File: config.mk
export PLATFORM = sky130hd
export DESIGN_NAME = keycode_event_queue
export DESIGN_NICKNAME = d
export VERILOG_FILES = /design/src/rtl/keycode_event_queue.sv
export SDC_FILE = /design/constraint.sdc
export NUM_CORES = 1
export LEC_CHECK = 0
export ABC_CLOCK_PERIOD_IN_PS = 5300
export CORE_ASPECT_RATIO = 0.6
export CORE_MARGIN = 10
export CORE_UTILIZATION = 25
export DETAILED_ROUTE_END_ITERATION = 6
export PLACE_DENSITY = 0.43
export SYNTH_ARGS = -nofsm -noshare
export SYNTH_HDL_FRONTEND = slang
export SYNTH_SLANG_ARGS = --single-unit
File: constraint.sdc
create_clock -name clk -period 5.3 [get_ports clk]
set_input_delay 1.06 -clock clk [delete_from_list [all_inputs] [get_ports clk]]
set_output_delay 1.06 -clock clk [all_outputs]
set_load 0.05 [all_outputs]
File: src/rtl/keycode_event_queue.sv
// Turns successive HID boot-keyboard reports into an ordered FIFO of key press/release events.
// Releases are scanned first, then presses, one slot per cycle; duplicates and ErrorRollOver are filtered.
module keycode_event_queue #(
    parameter int KEYS  = 6,
    parameter int KW    = 8,
    parameter int DEPTH = 16
) (
    input  logic                        clk,
    input  logic                        rst,
    input  logic                        report_valid,
    input  logic [KEYS*KW-1:0]          report,
    output logic                        report_ready,
    output logic                        ev_valid,
    output logic [KW-1:0]               ev_code,
    output logic                        ev_press,
    input  logic                        ev_pop,
    output logic                        overflow,
    input  logic                        clr_overflow,
    output logic [$clog2(KEYS+1)-1:0]   held_count
);

    localparam int IW = (KEYS > 1) ? $clog2(KEYS) : 1;
    localparam int AW = $clog2(DEPTH);
    localparam int CW = $clog2(KEYS + 1);
    localparam logic [IW-1:0] LAST     = IW'(KEYS - 1);
    localparam logic [KW-1:0] ROLLOVER = KW'(1);

    typedef enum logic [1:0] {IDLE, SCAN_REL, SCAN_PRS, COMMIT} state_t;

    state_t          state, state_nxt;
    logic [KW-1:0]   old_q [KEYS];
    logic [KW-1:0]   new_q [KEYS];
    logic [IW-1:0]   idx;
    logic            rollover;
    logic [CW-1:0]   distinct_cnt;

    logic [KW-1:0]   cand;
    logic            hit, dup, push, push_press;

    logic [KW:0]     mem [DEPTH];
    logic [AW:0]     wr_ptr, rd_ptr;
    logic            empty, full, do_push, do_pop, drop;

    always_comb begin
        rollover = 1'b0;
        for (int i = 0; i < KEYS; i++)
            if (report[i*KW +: KW] == ROLLOVER) rollover = 1'b1;
    end

    always_comb begin
        distinct_cnt = '0;
        for (int i = 0; i < KEYS; i++) begin
            logic uniq;
            uniq = (new_q[i] != '0);
            for (int j = 0; j < i; j++)
                if (new_q[j] == new_q[i]) uniq = 1'b0;
            if (uniq) distinct_cnt = distinct_cnt + CW'(1);
        end
    end

    always_ff @(posedge clk or posedge rst) begin
        if (rst) state <= IDLE;
        else     state <= state_nxt;
    end

    always_comb begin
        // NOTE: default assignment first so no path through the case leaves state_nxt unassigned (latch).
        state_nxt = state;
        case (state)
            IDLE:     if (report_valid && !rollover) state_nxt = SCAN_REL;
            SCAN_REL: if (idx == LAST) state_nxt = SCAN_PRS;
            SCAN_PRS: if (idx == LAST) state_nxt = COMMIT;
            COMMIT:   state_nxt = IDLE;
            default:  state_nxt = IDLE;
        endcase
    end

    // The slot under scan is pushed when nonzero, absent from the other report, and first of its value.
    always_comb begin
        report_ready = (state == IDLE);
        cand       = '0;
        hit        = 1'b0;
        dup        = 1'b0;
        push       = 1'b0;
        push_press = 1'b0;
        if (state == SCAN_REL) begin
            cand = old_q[idx];
            for (int j = 0; j < KEYS; j++) begin
                if (new_q[j] == cand) hit = 1'b1;
                if (j < int'(idx) && old_q[j] == cand) dup = 1'b1;
            end
            push = (cand != '0) && !hit && !dup;
        end else if (state == SCAN_PRS) begin
            cand = new_q[idx];
            for (int j = 0; j < KEYS; j++) begin
                if (old_q[j] == cand) hit = 1'b1;
                if (j < int'(idx) && new_q[j] == cand) dup = 1'b1;
            end
            push       = (cand != '0) && !hit && !dup;
            push_press = 1'b1;
        end
    end

    always_ff @(posedge clk or posedge rst) begin
        if (rst) begin
            idx        <= '0;
            held_count <= '0;
            for (int i = 0; i < KEYS; i++) begin
                old_q[i] <= '0;
                new_q[i] <= '0;
            end
        end else begin
            case (state)
                IDLE: if (report_valid) begin
                    for (int i = 0; i < KEYS; i++) new_q[i] <= report[i*KW +: KW];
                    idx <= '0;
                end
                SCAN_REL, SCAN_PRS: idx <= (idx == LAST) ? '0 : idx + IW'(1);
                COMMIT: begin
                    for (int i = 0; i < KEYS; i++) old_q[i] <= new_q[i];
                    held_count <= distinct_cnt;
                end
                default: ;
            endcase
        end
    end

    // Extra pointer MSB distinguishes full from empty when the index bits match.
    assign empty   = (wr_ptr == rd_ptr);
    assign full    = (wr_ptr[AW] != rd_ptr[AW]) && (wr_ptr[AW-1:0] == rd_ptr[AW-1:0]);
    assign do_pop  = ev_pop && !empty;
    assign do_push = push && (!full || do_pop);
    assign drop    = push && full && !do_pop;

    always_ff @(posedge clk or posedge rst) begin
        if (rst) begin
            wr_ptr   <= '0;
            rd_ptr   <= '0;
            overflow <= 1'b0;
        end else begin
            if (do_push) wr_ptr <= wr_ptr + (AW+1)'(1);
            if (do_pop)  rd_ptr <= rd_ptr + (AW+1)'(1);
            overflow <= drop | (overflow & ~clr_overflow);
        end
    end

    // NOTE: the storage array has no reset; entries are only observable between push and pop, and the head is gated below.
    always_ff @(posedge clk) begin
        if (do_push) mem[wr_ptr[AW-1:0]] <= {cand, push_press};
    end

    assign ev_valid = !empty;
    assign {ev_code, ev_press} = empty ? '0 : mem[rd_ptr[AW-1:0]];

endmodule

# == Yosys cells after proc, flatten, opt, wreduce, memory -nomap -nowiden ==
# Memory sizes are Yosys's and may differ from the RTL's.
# Index checks and enable logic that the tools add are counted.
# classes
addsub,8
shift,0
magnitude_cmp,7
bitwise,4
n_reduce_logical,45
eq_ne,56
n_mux,79
n_mul,0
div_mod_pow,0
# op_table
operator,count
8-bit equality test,39
8-bit nonzero test,8
1-bit 2-to-1 mux,58
8-bit binary-select mux with 3-bit select,2
8-bit by 1-bit equality test with 1-bit output (second input constant),6
8-bit 2-to-1 mux,6
1-bit logical AND,22
3-bit 2-to-1 mux,7
3-bit by 1-bit adder with 3-bit output (second input constant),6
5-bit by 1-bit adder with 5-bit output (second input constant),2
9-bit 2-to-1 mux,1
1-bit zero test,8
2-bit one-hot mux with 4 select lines,1
1-bit by 3-bit < comparator with 1-bit output (first input constant),2
2-bit by 3-bit < comparator with 1-bit output (first input constant),2
3-bit < comparator (first input constant),2
2-bit 2-to-1 mux,3
2-bit by 1-bit inequality test with 1-bit output (second input constant),3
3-bit one-hot mux with 2 select lines,1
5-bit equality test,1
2-bit equality test (second input constant),2
4-bit equality test,1
4-bit >= comparator (second input constant),1
3-bit inverter with 4-bit output,1
13 further kinds,14
# totals
mem_bits_rw,144
input_bits,53
latchBits,0
memories,1
elab_cells,218
rom_bits,0
ff_bits,115
# mem_list
memory,words,width,read_ports,rd_clocked_by_memory_dff,wr,line,text
mem,16,9,1,0,1,40,logic [KW:0] mem [DEPTH];

# == Longest topological paths before layout ==
# Gate-level depths: netlist (run 1).
# depth
word_depth,21
depth_mapped,18
mapped_depth_nobuf,17

# == Least setup slack after synthesis (run 1) ==
# No wires, ideal clock.
# synth_timing
kind,register -> register
startpoint,register idx[0]
endpoint,"memory mem[0][0] in the netlist's numbering, enable pin"
path_buffers,3
t_arrival_ns,4.029
setup_ns,0.387
path_stages_with_launch,13
path_slack_ns,0.884
period_less_slack_ns,4.416
t_required_ns,4.913
path_cell_list,dfrtp_1 buf_6 buf_6 mux2_2 a222oi_1 clkbuf_1 xor2_1 nand4_1 nor4_1 or4_1 nor4_2 o211ai_1 nor3_1
# synth_via
elab_chain_cells,21
word_cells_on_any_way,94
classes_between,order compare: 6; eq/ne: 24; mux: 40; bitwise: 1; reduce/logical: 23
# synth_lines
item,line,text
from (decl),33,logic [IW-1:0] idx;
from (signal assigned),118,"SCAN_REL, SCAN_PRS: idx <= (idx == LAST) ? '0 : idx + IW'(1);"
3-bit inverter with 4-bit output (not written as such),"87, 94",
8-bit binary-select mux with 3-bit select,94,cand = new_q[idx];
8-bit 2-to-1 mux (not written as such) (2 in a row),94,
"8-bit equality test, on equally long branches","96, 97",
1-bit 2-to-1 mux or 1-bit logical AND (tied branches),"96, 97",
"1-bit 2-to-1 mux, on equally long branches (5 in a row)","96, 97",
"1-bit 2-to-1 mux, on equally long branches","93, 97",
"1-bit 2-to-1 mux, on equally long branches","86, 93",
1-bit zero test or 1-bit 2-to-1 mux (tied branches),"99, 86",
1-bit logical AND or 1-bit zero test (tied branches),99,push = (cand != '0) && !hit && !dup;
1-bit logical AND,99,
1-bit 2-to-1 mux,93,end else if (state == SCAN_PRS) begin
1-bit 2-to-1 mux (*),86,if (state == SCAN_REL) begin
1-bit logical AND (*),132,assign do_push = push && (!full || do_pop);
1-bit 2-to-1 mux (*),149,"if (do_push) mem[wr_ptr[AW-1:0]] <= {cand, push_press};"
1-bit 2-to-1 mux (not written as such) (*),149,
to (decl),40,
# Every way passes the cells marked *; elsewhere a longest branch is shown, timed or not. The select of a mux whose other input is x is not followed.

# == Worst setup path in the final report (run 1) ==
# layout_timing
startpoint,register idx[0]
endpoint,"memory mem[0][1] in the netlist's numbering, enable pin"
# Same word-level chain as after synthesis.

==> results of run 1 <==
==> kinds of logic after synthesis <==
logic type / after synthesis
buffers and inverters: 129
flip-flops: 259
XOR/XNOR: 299
multiplexers: 198
AND/OR/NAND/NOR: 246
adder cells (fa/ha/maj): 15
AO/OA/AOI/OAI: 118
==> state kept, by name (all words and copies together) (netlist names) <==
register    cells
held_count      3
mem           144
wr_ptr          5
rd_ptr          5
overflow        1
old_q          48
new_q          48
idx             3
state           2
==> placed cells by master, fill, tap and decap left out, types with 39 or more instances in the layout <==
cell type and n:
sky130_fd_sc_hd__mux2_2 138, sky130_fd_sc_hd__clkdlybuf4s50_1 67, sky130_fd_sc_hd__xnor2_1 165, sky130_fd_sc_hd__nand4_1 39
sky130_fd_sc_hd__dfrtp_1 113, sky130_fd_sc_hd__buf_4 102, sky130_fd_sc_hd__nand2_1 50, sky130_fd_sc_hd__nor4_1 43
sky130_fd_sc_hd__xor2_1 134, sky130_fd_sc_hd__mux4_2 45, sky130_fd_sc_hd__edfxtp_1 144
==> routing by layer <==
metal / up-vias / track usage
li1: 4833 / -
met1: 5733 / 0.250
met2: 482 / 0.195
met3: 58 / 0.0484
met4: 0 / 0.0239
met5: - / 0
==> Yosys cell counts, types with 27 or more instances <==
cell type	instances
sky130_fd_sc_hd__clkbuf_1	75
sky130_fd_sc_hd__dfrtp_1	115
sky130_fd_sc_hd__edfxtp_1	144
sky130_fd_sc_hd__mux2_2	138
sky130_fd_sc_hd__mux4_2	45
sky130_fd_sc_hd__nand2_1	51
sky130_fd_sc_hd__nand4_1	39
sky130_fd_sc_hd__nor2_1	36
sky130_fd_sc_hd__nor4_1	43
sky130_fd_sc_hd__o21ai_0	27
sky130_fd_sc_hd__xnor2_1	165
sky130_fd_sc_hd__xor2_1	134
==> critical path: stages, from the launching register on <==
cell and delay, ns:
sky130_fd_sc_hd__dfrtp_4 0.65, sky130_fd_sc_hd__buf_4 0.33, sky130_fd_sc_hd__mux2_2 0.39, sky130_fd_sc_hd__a222oi_1 0.59, sky130_fd_sc_hd__buf_12 0.23, sky130_fd_sc_hd__xnor2_1 0.12
sky130_fd_sc_hd__a2111o_1 0.11, sky130_fd_sc_hd__nor4_1 0.04, sky130_fd_sc_hd__or4_1 0.56, sky130_fd_sc_hd__nor4_2 0.36, sky130_fd_sc_hd__buf_4 0.22, sky130_fd_sc_hd__o211ai_1 0.24
sky130_fd_sc_hd__nor3_2 0.66
==> final cells by class <==
class | count | area [sq um] | area share
multi-input combinational | 876 | 7810 | 0.416
sequential | 259 | 7210 | 0.384
timing repair buffer | 180 | 1660 | 0.0883
tap | 828 | 1040 | 0.0552
clock buffer | 38 | 822 | 0.0438
clock inverter | 14 | 164 | 0.00873
inverter | 18 | 70.1 | 0.00373
==> how the worst max path moves through the flow <==
stage,start,end,cells past startpoint
floorplan,idx[0]$_DFFE_PP0P_,mem[0][0]$_DFFE_PP_,12
finish,idx[0]$_DFFE_PP0P_,mem[0][1]$_DFFE_PP_,12
global placement,idx[0]$_DFFE_PP0P_,mem[0][7]$_DFFE_PP_,12
global route,idx[0]$_DFFE_PP0P_,mem[0][7]$_DFFE_PP_,12
detailed placement,idx[0]$_DFFE_PP0P_,mem[2][7]$_DFFE_PP_,12
CTS,idx[0]$_DFFE_PP0P_,mem[6][0]$_DFFE_PP_,13
==> timing repair <==
action	CTS	global route
gates resized for setup	2	12
hold buffers	0	0
cloned	0	0
setup endpoints to repair	18	117
==> metrics by stage <==
| step | cells | area (sq um) |
|---|---|---|
| finish | 2213 | 18800 |
| global route | 2213 | 18800 |
| CTS | 2213 | 18700 |
| detailed placement | 2161 | 17700 |
| global placement | 2161 | 17700 |
| floorplan | 1264 | 15500 |
==> results by stage, run 1 <==
CTS:
- Counting along the longest clock path gives a buffer depth of 3.
- TritonCTS built the clock tree.
- The post-CTS setup buffer count is 0.
- Buffers inserted during clock tree synthesis total 28.
- Clock-pin slew was measured on the worst setup and hold paths at 0.07 ns.
- The number of sinks on the clock net is 259.
- The depth of the CTS H-tree is 1.
- The clock insertion delay at the later pin of the skew report is 0.57 ns.
- The tree is rooted in a sky130_fd_sc_hd__clkbuf_16.

Worst setup path:
- In this run the register-to-register setup slack is 0.39 ns.
- By startpoint and endpoint, the worst setup path is classified as flip-flop to flip-flop.
- The worst setup path is launched from a flip-flop.
- The startpoint identified for the worst register-to-register timing path is idx[0]$_DFFE_PP0P_.
- The required arrival time at the worst endpoint is 5.49 ns.
- The destination of the worst register-to-register timing path is mem[0][1]$_DFFE_PP_.
- The peak fanout along the critical path is 22.
- The element type at the critical path end is a flip-flop.
- The arrival time of the worst setup path is 5.10 ns.
- The worst reg-to-reg path cell count is 12.

Status:
- The flow ran to the end, but the final reports show violations.
- The final reports fail on design-rule violations.

Final layout:
- 0 antenna diodes ended up in the layout.
- The fill cell total of the finished layout is 6171.
- In the final design database the tool counted 1431 nets.
- The final core utilization is 0.307.
- The growth of design area from synthesis to finish is 21.3%.
- In the final layout, the share of cells above drive strength 1 is 0.271.

Global routing:
- The total global-route track usage is 0.155.
- The total congestion overflow is 0.
- The pin count of the biggest net entering global routing is 68.
- The global-route wire length before repair is 82700 um.
- The number of global-route vias before repair is 11000.
- The number of antenna violations at the first check in global routing came to 0.

Timing:
- The number of hold violations in the final report was 0.
- The worst path needs 4.91 ns of the cycle, external delays included.
- The final setup violation count is 0.
- The max-slew violation count was 0.
- At the pin with the least slew margin, the transition time is 1.04 ns.
- The worst relative slew slack is 0.299.
- Across the routed clock network, the largest skew measured is 0.0141 ns.
- Derived from the worst setup path, the maximum achievable clock frequency is 204 MHz.
- The tightest hold path in the finished design has a slack of 0.489 ns.
- In the finished design, the share of the clock period the worst path needs comes to 0.926.
- Setup repair after global routing left no endpoint under its margin.
- The setup total negative slack is 0 ns.
- After layout, the worst setup slack is 0.395 ns.

Die:
- In this run the count of I/O pins placed on the die edge is 68.
- The core box area is 61000 sq um.
- The die is 213 um tall.
- The row count is 70.
- The width of the die is 341 um.
- The full die area is 72500 sq um.
- The initial utilization of the core area, before any placement, comes to 0.253.

Worst hold path:
- The startpoint of the worst hold path is wr_ptr[4]$_DFFE_PP0P_.
- Along the worst hold path, the cell count comes to 1.
- The worst hold path terminates at wr_ptr[4]$_DFFE_PP0P_.
- The path class of the tightest hold or removal check is flip-flop to flip-flop.

Drt:
- The number of iterations in the first detailed-routing pass is 7.
- The highest layer touched by signal routing is met4.
- The detailed router's first-iteration violation count is 1361.
- The number of design rule violations left after detail routing is 2.
- Dividing the detail-routed wire length by the instance count gives 26.0 um.
- The routed design has 57600 um of wire.
- The total via count after detailed routing is 11100.
- In the detailed route, the total length drawn on met3 is 5940 um.
- The number of antenna-violating nets in the routed design is 0.
- After detailed routing, the number of vias per cell comes to 5.02.
- The wire length on met2 is 21100 um.
- The met1 wire length is 29600 um.

Place:
- OpenSTA, run right after detailed placement, puts the worst setup slack at -0.172 ns.
- Routability-driven placement finished with a final weighted congestion of 0.957.
- The count of buffers added on input and output ports is 67.
- The HPWL after detailed placement is 42600 um.

Synth:
- The post-synthesis average cell area is 12.2 sq um.
- In this run, distinct cell masters in the synthesized netlist total 61.
- The synthesized design spends more area on one cell type than any other, namely sky130_fd_sc_hd__edfxtp_1.
- Of the post-synthesis cell area, the dominant cell type holds 0.280.
- The netlist area before placement is 15500 sq um.
- Of the total synthesized cell area, the portion taken by XOR and XNOR cells is 0.169.
- Of the total synthesized cell area, the portion taken by AND, OR, NAND and NOR gates is 0.0881.
- The portion of synthesized area spent on multiplexers is 0.176.
- In the synthesized netlist the async set-or-reset flop fraction comes to 0.444.
- The synthesized design contains 144 enable-type register cells.
- The area share of fa/ha/maj cells after synthesis is 0.0121.
- Counting every net in the synthesized netlist gives 1332.
- The flop and latch count out of synthesis is 259.
- The most common flop cell mapped by yosys is sky130_fd_sc_hd__edfxtp_1.
- The combinational family with the most area after synthesis is multiplexers.
- The compound-cell area share of the yosys netlist is 0.0535.
- Of the synthesized area, sequential elements account for 0.466.
- The total of warnings raised by yosys is 0.
- In the synthesized netlist, the number of instances is 1264.
- Sorting the synthesized cells by area gives the leading types as sky130_fd_sc_hd__edfxtp_1 28%, sky130_fd_sc_hd__dfrtp_1 19%, sky130_fd_sc_hd__mux2_2 10%.

Job:
- Across the run, the number of max-cap violations was 0.
Power of run 1 is left out: the tool's default activity adds up to more than one toggle a clock period on the data nets, which glitch-free logic cannot reach.
==> inputs of run 2 (changes only) <==
--- a/config.mk
+++ b/config.mk
@@ -10,6 +10,7 @@
 export CORE_MARGIN = 10
 export CORE_UTILIZATION = 25
 export DETAILED_ROUTE_END_ITERATION = 6
+export GPL_TIMING_DRIVEN = 0
 export PLACE_DENSITY = 0.43
 export SYNTH_ARGS = -nofsm -noshare
 export SYNTH_HDL_FRONTEND = slang
==> run 2 against run 1 <==
Effect of this change: critical path depth is 3 higher; wire length is 4.4% higher; the run now ends clean; sequential share of layout area is 0.25 points higher; non-clock buffer count is 17 higher; die area stayed put; clock skew is 0.00092 ns higher; setup slack worse by 0.31 ns; first-iteration DRC count is 2.1% lower; sequential cell count stayed put; highest routed layer is now met5; worst hold slack better by 0.0026 ns; register-to-register slack worse by 0.31 ns.
==> results by stage, run 2 (synthesized netlist as in run 1, its figures left out) <==
Status:
- Result of the run: finished clean (was finished with violations).

Timing:
- The setup total negative slack is 0 ns (unchanged).
- Unrepaired setup endpoints after global routing: yes (was no).
- The final setup slack of the worst path was 0.0868 ns (was 0.395 ns).
- The number of hold violations in the final report came to 0 (unchanged).
- The final critical delay including setup and external delays was 5.21 ns (was 4.91 ns).
- The hold slack is 0.492 ns (was 0.489 ns).
- The final worst-path cycle share is 0.984 (was 0.926).
- The max-slew violation count came to 0 (unchanged).
- The worst clock skew is 0.0150 ns (was 0.0141 ns).
- The actual transition at the worst max-transition pin is 1.46 ns (was 1.04 ns).
- The maximum achievable frequency is 192 MHz (was 204 MHz).
- The final setup violation count is 0 (unchanged).
- The worst relative slew slack is 0.0281 (was 0.299).

Drt:
- The number of antenna-violating nets in the routed design was 0 (unchanged).
- The average vias per placed instance was 5.03 (was 5.02).
- The number of design rule violations left after detail routing was 0 (was 2).
- The total via count after detailed routing is 11200 (was 11100).
- The detailed router's first-iteration violation count came to 1332 (was 1361).
- The total detailed-routing wirelength came to 60100 um (was 57600 um).
- The number of iterations in the first detailed-routing pass came to 6 (was 7).
- The wire length per cell after detailed routing came to 26.9 um (was 26.0 um).

Global routing:
- The number of global-route vias before repair is 10900 (was 11000).
- The global-route wire length before repair is 85000 um (was 82700 um).
- The pin count of the biggest net entering global routing is 72 (was 68).
- The number of antenna violations at the first check in global routing was 2 (was 0).
- The total global-route track usage is 0.162 (was 0.155).
- The total congestion overflow is 0 (unchanged).

Final layout:
- The flip-flop count of the largest register, all copies and words added is 144 (unchanged).
- The sequential cell area is 7200 sq um (was 7210 sq um).
- The fill cell total of the finished layout is 6178 (was 6171).
- Commonest non-fill, non-tap cells in the layout: 165 x sky130_fd_sc_hd__xnor2_1, 144 x sky130_fd_sc_hd__edfxtp_1, 138 x sky130_fd_sc_hd__mux2_2 (unchanged).
- The area of the multi-input gates is 7910 sq um (was 7810 sq um).
- The share of cells above drive strength 1 is 0.226 (was 0.271).
- The final layout net count is 1449 (was 1431).
- The most common library cell in the layout ignoring fill and taps is sky130_fd_sc_hd__xnor2_1 (unchanged).
- The growth of design area from synthesis to finish is 20.4% (was 21.3%).
- The final core utilization is 0.305 (was 0.307).

Die:
- The core box area came to 61000 sq um (unchanged).
- The initial standard-cell utilization of the core came to 0.253 (unchanged).
- The floorplan die height is 213 um (unchanged).
- The width of the die is 341 um (unchanged).
- The full die area came to 72500 sq um (unchanged).
- The total I/O pin count is 68 (unchanged).
- The row count was 70 (unchanged).

CTS:
- The number of sinks on the clock net is 259 (unchanged).
- The clock slew at the register clock pins of the worst setup and hold paths came to 0.06 ns (was 0.07 ns).
- The depth of the CTS H-tree is 1 (unchanged).
- The clock insertion delay at the later pin of the skew report was 0.59 ns (was 0.57 ns).
- The total CTS buffers was 29 (was 28).
- The CTS tree is built (unchanged).
- The maximum clock insertion buffer count is 3 (unchanged).
- The root buffer cell is sky130_fd_sc_hd__clkbuf_16 (unchanged).

Worst setup path:
- The launch point of the critical path is idx[1]$_DFFE_PP0P_ (was idx[0]$_DFFE_PP0P_).
- The start-to-end type of the worst setup path is flip-flop to flip-flop (unchanged).
- The worst reg-to-reg path cell count is 15 (was 12).
- The launch instance of the worst register-to-register path is idx[1]$_DFFE_PP0P_ (was idx[0]$_DFFE_PP0P_).
- The element type at the critical path end is a flip-flop (unchanged).
- The minimum setup slack among reg-to-reg paths is 0.09 ns (was 0.39 ns).
- The peak fanout along the critical path is 10 (was 22).
- The critical path launch point type is a flip-flop (unchanged).
- The required arrival time at the worst endpoint is 5.65 ns (was 5.49 ns).
- The arrival time of the worst setup path is 5.57 ns (was 5.10 ns).
- The destination of the worst register-to-register timing path is mem[1][3]$_DFFE_PP_ (was mem[0][1]$_DFFE_PP_).

Place:
- The minimum setup slack after placement is -0.802 ns (was -0.172 ns).
- The routability-driven placement congestion ratio came to 0.938 (was 0.957).
- The count of input and output buffers is 67 (unchanged).
- The post-DP HPWL came to 44300 um (was 42600 um).

Worst hold path:
- The number of cells on the worst hold path was 1 (unchanged).
- The startpoint of the worst hold path is wr_ptr[4]$_DFFE_PP0P_ (unchanged).
- The class of the tightest hold or removal check is flip-flop to flip-flop (unchanged).
- The hold path endpoint is wr_ptr[4]$_DFFE_PP0P_ (unchanged).

Job:
- The max-cap check violation count is 0 (unchanged).
-- run 2: worst max-delay path by stage --
stage | endpoint | slack (ns) | depth (start not counted)
after floorplan | mem[0][0]$_DFFE_PP_ | 0.88 | 12
after global placement | mem[0][3]$_DFFE_PP_ | -1.31 | 12
after detailed placement | mem[4][5]$_DFFE_PP_ | -0.80 | 12
after CTS | mem[1][2]$_DFFE_PP_ | 0.02 | 14
after global routing | mem[1][5]$_DFFE_PP_ | -0.04 | 16
final | mem[1][3]$_DFFE_PP_ | 0.09 | 15
-- run 2: cell type report --
| cell class | count | area share |
|---|---|---|
| Inverter | 18 | 0.00390 |
| Timing Repair Buffer | 86 | 0.0474 |
| Tap cell | 828 | 0.0556 |
| Clock inverter | 17 | 0.0109 |
| Antenna cell | 1 | 0.000134 |
| Sequential cell | 259 | 0.387 |
| Buffer | 111 | 0.0273 |
| Clock buffer | 37 | 0.0439 |
| Multi-Input combinational cell | 876 | 0.424 |
-- run 2: metal layers --
metal | vias up | track usage | wire length (um)
met3 | 65 | 0.0522 | 6000
met4 | 4 | 0.0269 | 956
li1 | 4879 | - | -
met1 | 5826 | 0.260 | 31200
met5 | - | 0 | 27
met2 | 448 | 0.203 | 22000
-- run 2: worst max-delay path: stages, from the launching register on --
cell                        delay (ns)
sky130_fd_sc_hd__dfrtp_1          0.56
sky130_fd_sc_hd__nor2b_2          0.48
sky130_fd_sc_hd__clkbuf_1         0.56
sky130_fd_sc_hd__a222oi_1         0.19
sky130_fd_sc_hd__clkbuf_2         0.24
sky130_fd_sc_hd__clkbuf_4         0.29
sky130_fd_sc_hd__xnor2_1          0.21
sky130_fd_sc_hd__a2111oi_0        0.51
sky130_fd_sc_hd__o2111ai_2        0.39
sky130_fd_sc_hd__o211ai_1         0.37
sky130_fd_sc_hd__nor4_4           0.10
sky130_fd_sc_hd__buf_4            0.19
sky130_fd_sc_hd__o211ai_1         0.41
sky130_fd_sc_hd__buf_4            0.23
sky130_fd_sc_hd__nor3_4           0.05
sky130_fd_sc_hd__buf_12           0.18
-- run 2: repair_timing --
action	CTS	global route
setup buffers	11	7
resized for setup	34	21
hold buffers	0	0
endpoints found under the hold margin	0	0
setup endpoints to repair	154	141
pin swaps	7	5
-- run 2: per-stage QoR --
stage / cells / cell area (sq um)
final: 2233 / 18600
after global routing: 2232 / 18600
after CTS: 2225 / 18500
after detailed placement: 2160 / 17200
after global placement: 2159 / 17200
after floorplan: 1264 / 15500
Power of run 2 is left out for the same reason.
==> inputs of run 3 (changes only) <==
==> constraint.sdc (replaced) <==
create_clock -name clk -period 5.3 [get_ports clk]
set_input_delay 1.06 -clock clk [delete_from_list [all_inputs] [get_ports clk]]
set_output_delay 1.06 -clock clk [all_outputs]
set_load 0.01 [all_outputs]
==> run 3 against run 2 <==
Effect of this change: cell area about the same; critical path type unchanged; sequential cell count unchanged; critical path depth unchanged; clock skew up 0.00083 ns; cell count unchanged; die area unchanged; largest cell class unchanged; fmax down 0.30%; wire length about the same; register-to-register slack worse by 0.02 ns; count of clock-buffer cells in the layout unchanged; sequential share of layout area about the same.
==> results by stage, run 3 (synthesized netlist as in run 1, its figures left out) <==
Global routing:
- The total global-route track usage came to 0.162 (unchanged).
- The pin count of the biggest net entering global routing is 72 (unchanged).
- The total congestion overflow is 0 (unchanged).
- The number of global-route vias before repair is 10900 (unchanged).
- The number of antenna violations at the first check in global routing came to 2 (unchanged).
- The global-route wire length before repair is 85000 um (unchanged).

Worst setup path:
- The arrival time of the worst setup path came to 5.58 ns (was 5.57 ns).
- The required arrival time at the worst endpoint was 5.65 ns (about the same).
- The minimum setup slack among reg-to-reg paths is 0.07 ns (was 0.09 ns).
- The destination of the worst register-to-register timing path is mem[1][3]$_DFFE_PP_ (unchanged).
- The peak fanout along the critical path is 10 (unchanged).
- The worst reg-to-reg path cell count is 15 (unchanged).
- The critical path launch point type is a flip-flop (unchanged).
- The element type at the critical path end is a flip-flop (unchanged).
- The start-to-end type of the worst setup path was flip-flop to flip-flop (unchanged).
- The launch instance of the worst register-to-register path is idx[1]$_DFFE_PP0P_ (unchanged).

CTS:
- The total CTS buffers was 29 (unchanged).
- The number of sinks on the clock net was 259 (unchanged).
- The root buffer cell is sky130_fd_sc_hd__clkbuf_16 (unchanged).
- The maximum clock insertion buffer count is 3 (unchanged).
- The CTS tree is built (unchanged).
- The clock slew at the register clock pins of the worst setup and hold paths came to 0.06 ns (about the same).
- The depth of the CTS H-tree is 1 (unchanged).
- The clock insertion delay at the later pin of the skew report is 0.59 ns (about the same).
- The number of hold-repair buffers added at the cts stage is 0 (unchanged).

Drt:
- The total via count after detailed routing is 11200 (about the same).
- The number of iterations in the first detailed-routing pass came to 5 (was 6).
- The wire length per cell after detailed routing is 26.9 um (about the same).
- The total detailed-routing wirelength came to 60100 um (about the same).
- The number of design rule violations left after detail routing is 0 (unchanged).
- The detailed router's first-iteration violation count is 1341 (was 1332).
- The average vias per placed instance is 5.02 (was 5.03).
- The number of antenna-violating nets in the routed design is 0 (unchanged).

Place:
- The post-DP HPWL is 44300 um (unchanged).
- The count of input and output buffers was 67 (unchanged).
- The routability-driven placement congestion ratio is 0.938 (unchanged).

Timing:
- The final critical delay including setup and external delays was 5.23 ns (was 5.21 ns).
- The final worst-path cycle share is 0.987 (was 0.984).
- The final setup violation count is 0 (unchanged).
- Unrepaired setup endpoints after global routing: yes (unchanged).
- The maximum achievable frequency is 191 MHz (was 192 MHz).
- The number of hold violations in the final report is 0 (unchanged).
- The max-slew violation count is 0 (unchanged).
- The setup total negative slack is 0 ns (unchanged).
- The actual transition at the worst max-transition pin is 1.43 ns (was 1.46 ns).
- The worst relative slew slack came to 0.0459 (was 0.0281).
- The worst clock skew is 0.0158 ns (was 0.0150 ns).

Job:
- The max-cap check violation count came to 0 (unchanged).

Worst hold path:
- The hold path endpoint is wr_ptr[4]$_DFFE_PP0P_ (unchanged).
- The class of the tightest hold or removal check is flip-flop to flip-flop (unchanged).
- The number of cells on the worst hold path is 1 (unchanged).
- The startpoint of the worst hold path is wr_ptr[4]$_DFFE_PP0P_ (unchanged).

Die:
- The width of the die is 341 um (unchanged).
- The initial standard-cell utilization of the core is 0.253 (unchanged).
- The floorplan die height is 213 um (unchanged).
- The full die area is 72500 sq um (unchanged).
- The row count is 70 (unchanged).
- The total I/O pin count is 68 (unchanged).
- The core box area is 61000 sq um (unchanged).

Final layout:
- The share of cells above drive strength 1 is 0.226 (unchanged).
- The flip-flop count of the largest register, all copies and words added was 144 (unchanged).
- Commonest non-fill, non-tap cells in the layout: 165 x sky130_fd_sc_hd__xnor2_1, 144 x sky130_fd_sc_hd__edfxtp_1, 138 x sky130_fd_sc_hd__mux2_2 (unchanged).
- The most common library cell in the layout ignoring fill and taps is sky130_fd_sc_hd__xnor2_1 (unchanged).
- The final layout net count is 1449 (unchanged).
- The growth of design area from synthesis to finish was 20.4% (about the same).

Status:
- Result of the run: finished clean (unchanged).
run 3: cell count changes in the layout (fill, tap and decap cells not counted), sizes merged:
cell	delta
clkdlybuf4s18	-1
clkbuf	+1
run 3: worst max path at each step:
stage	startpoint	endpoint	slack [ns]	cells after the start
floorplan	idx[0]$_DFFE_PP0P_	mem[0][0]$_DFFE_PP_	0.88	12
global placement	idx[0]$_DFFE_PP0P_	mem[0][3]$_DFFE_PP_	-1.31	12
detailed placement	idx[0]$_DFFE_PP0P_	mem[4][5]$_DFFE_PP_	-0.80	12
CTS	idx[0]$_DFFE_PP0P_	mem[1][2]$_DFFE_PP_	0.02	14
global route	idx[2]$_DFFE_PP0P_	mem[1][5]$_DFFE_PP_	-0.04	16
finish	idx[1]$_DFFE_PP0P_	mem[1][3]$_DFFE_PP_	0.07	15
run 3: layout make-up:
type / count / area (sq um)
diodes: 1 / 2.50
multi-input cells: 876 / 7910
repair buffers: 86 / 883
clock inverters: 17 / 203
clock buffers: 37 / 817
inverters: 18 / 72.6
well taps: 828 / 1040
fillers: 6179 / 42400
plain buffers: 111 / 503
flip-flops and latches: 259 / 7200
run 3: routing by layer:
metal | wire [um] | global-route usage | part of all wire
met1 | 31100 | 0.260 | 0.52
met4 | 970 | 0.0269 | 0.016
met3 | 6080 | 0.0522 | 0.10
met2 | 21900 | 0.203 | 0.36
met5 | 27 | 0 | 0.00045
run 3: critical path, stage by stage (launching register included):
cell and delay, ns:
sky130_fd_sc_hd__dfrtp_1 0.56, sky130_fd_sc_hd__nor2b_2 0.48, sky130_fd_sc_hd__clkbuf_1 0.57, sky130_fd_sc_hd__a222oi_1 0.19, sky130_fd_sc_hd__clkbuf_2 0.24, sky130_fd_sc_hd__clkbuf_4 0.28
sky130_fd_sc_hd__xnor2_1 0.21, sky130_fd_sc_hd__a2111oi_0 0.51, sky130_fd_sc_hd__o2111ai_2 0.39, sky130_fd_sc_hd__o211ai_1 0.37, sky130_fd_sc_hd__nor4_4 0.10, sky130_fd_sc_hd__buf_4 0.19
sky130_fd_sc_hd__o211ai_1 0.41, sky130_fd_sc_hd__buf_4 0.23, sky130_fd_sc_hd__nor3_4 0.05, sky130_fd_sc_hd__buf_12 0.18
run 3: timing repair:
item,in CTS,in global routing
setup endpoints to repair,154,148
resized for setup,32,22
pin swaps,7,5
setup buffers,11,7
run 3: stage by stage:
stage                     hold slack, ns  instances  worst slack [ns]  instance area (sq um)  utilization
after floorplan                    0.462       1264             0.884                  15500            -
after global placement             0.474       2159             -1.31                  17200        0.281
after detailed placement           0.482       2160            -0.802                  17200        0.282
after CTS                          0.493       2225            0.0209                  18500        0.303
after global routing               0.510       2232           -0.0379                  18600        0.305
final                              0.492       2233            0.0714                  18600        0.305
Power of run 3 is left out for the same reason.
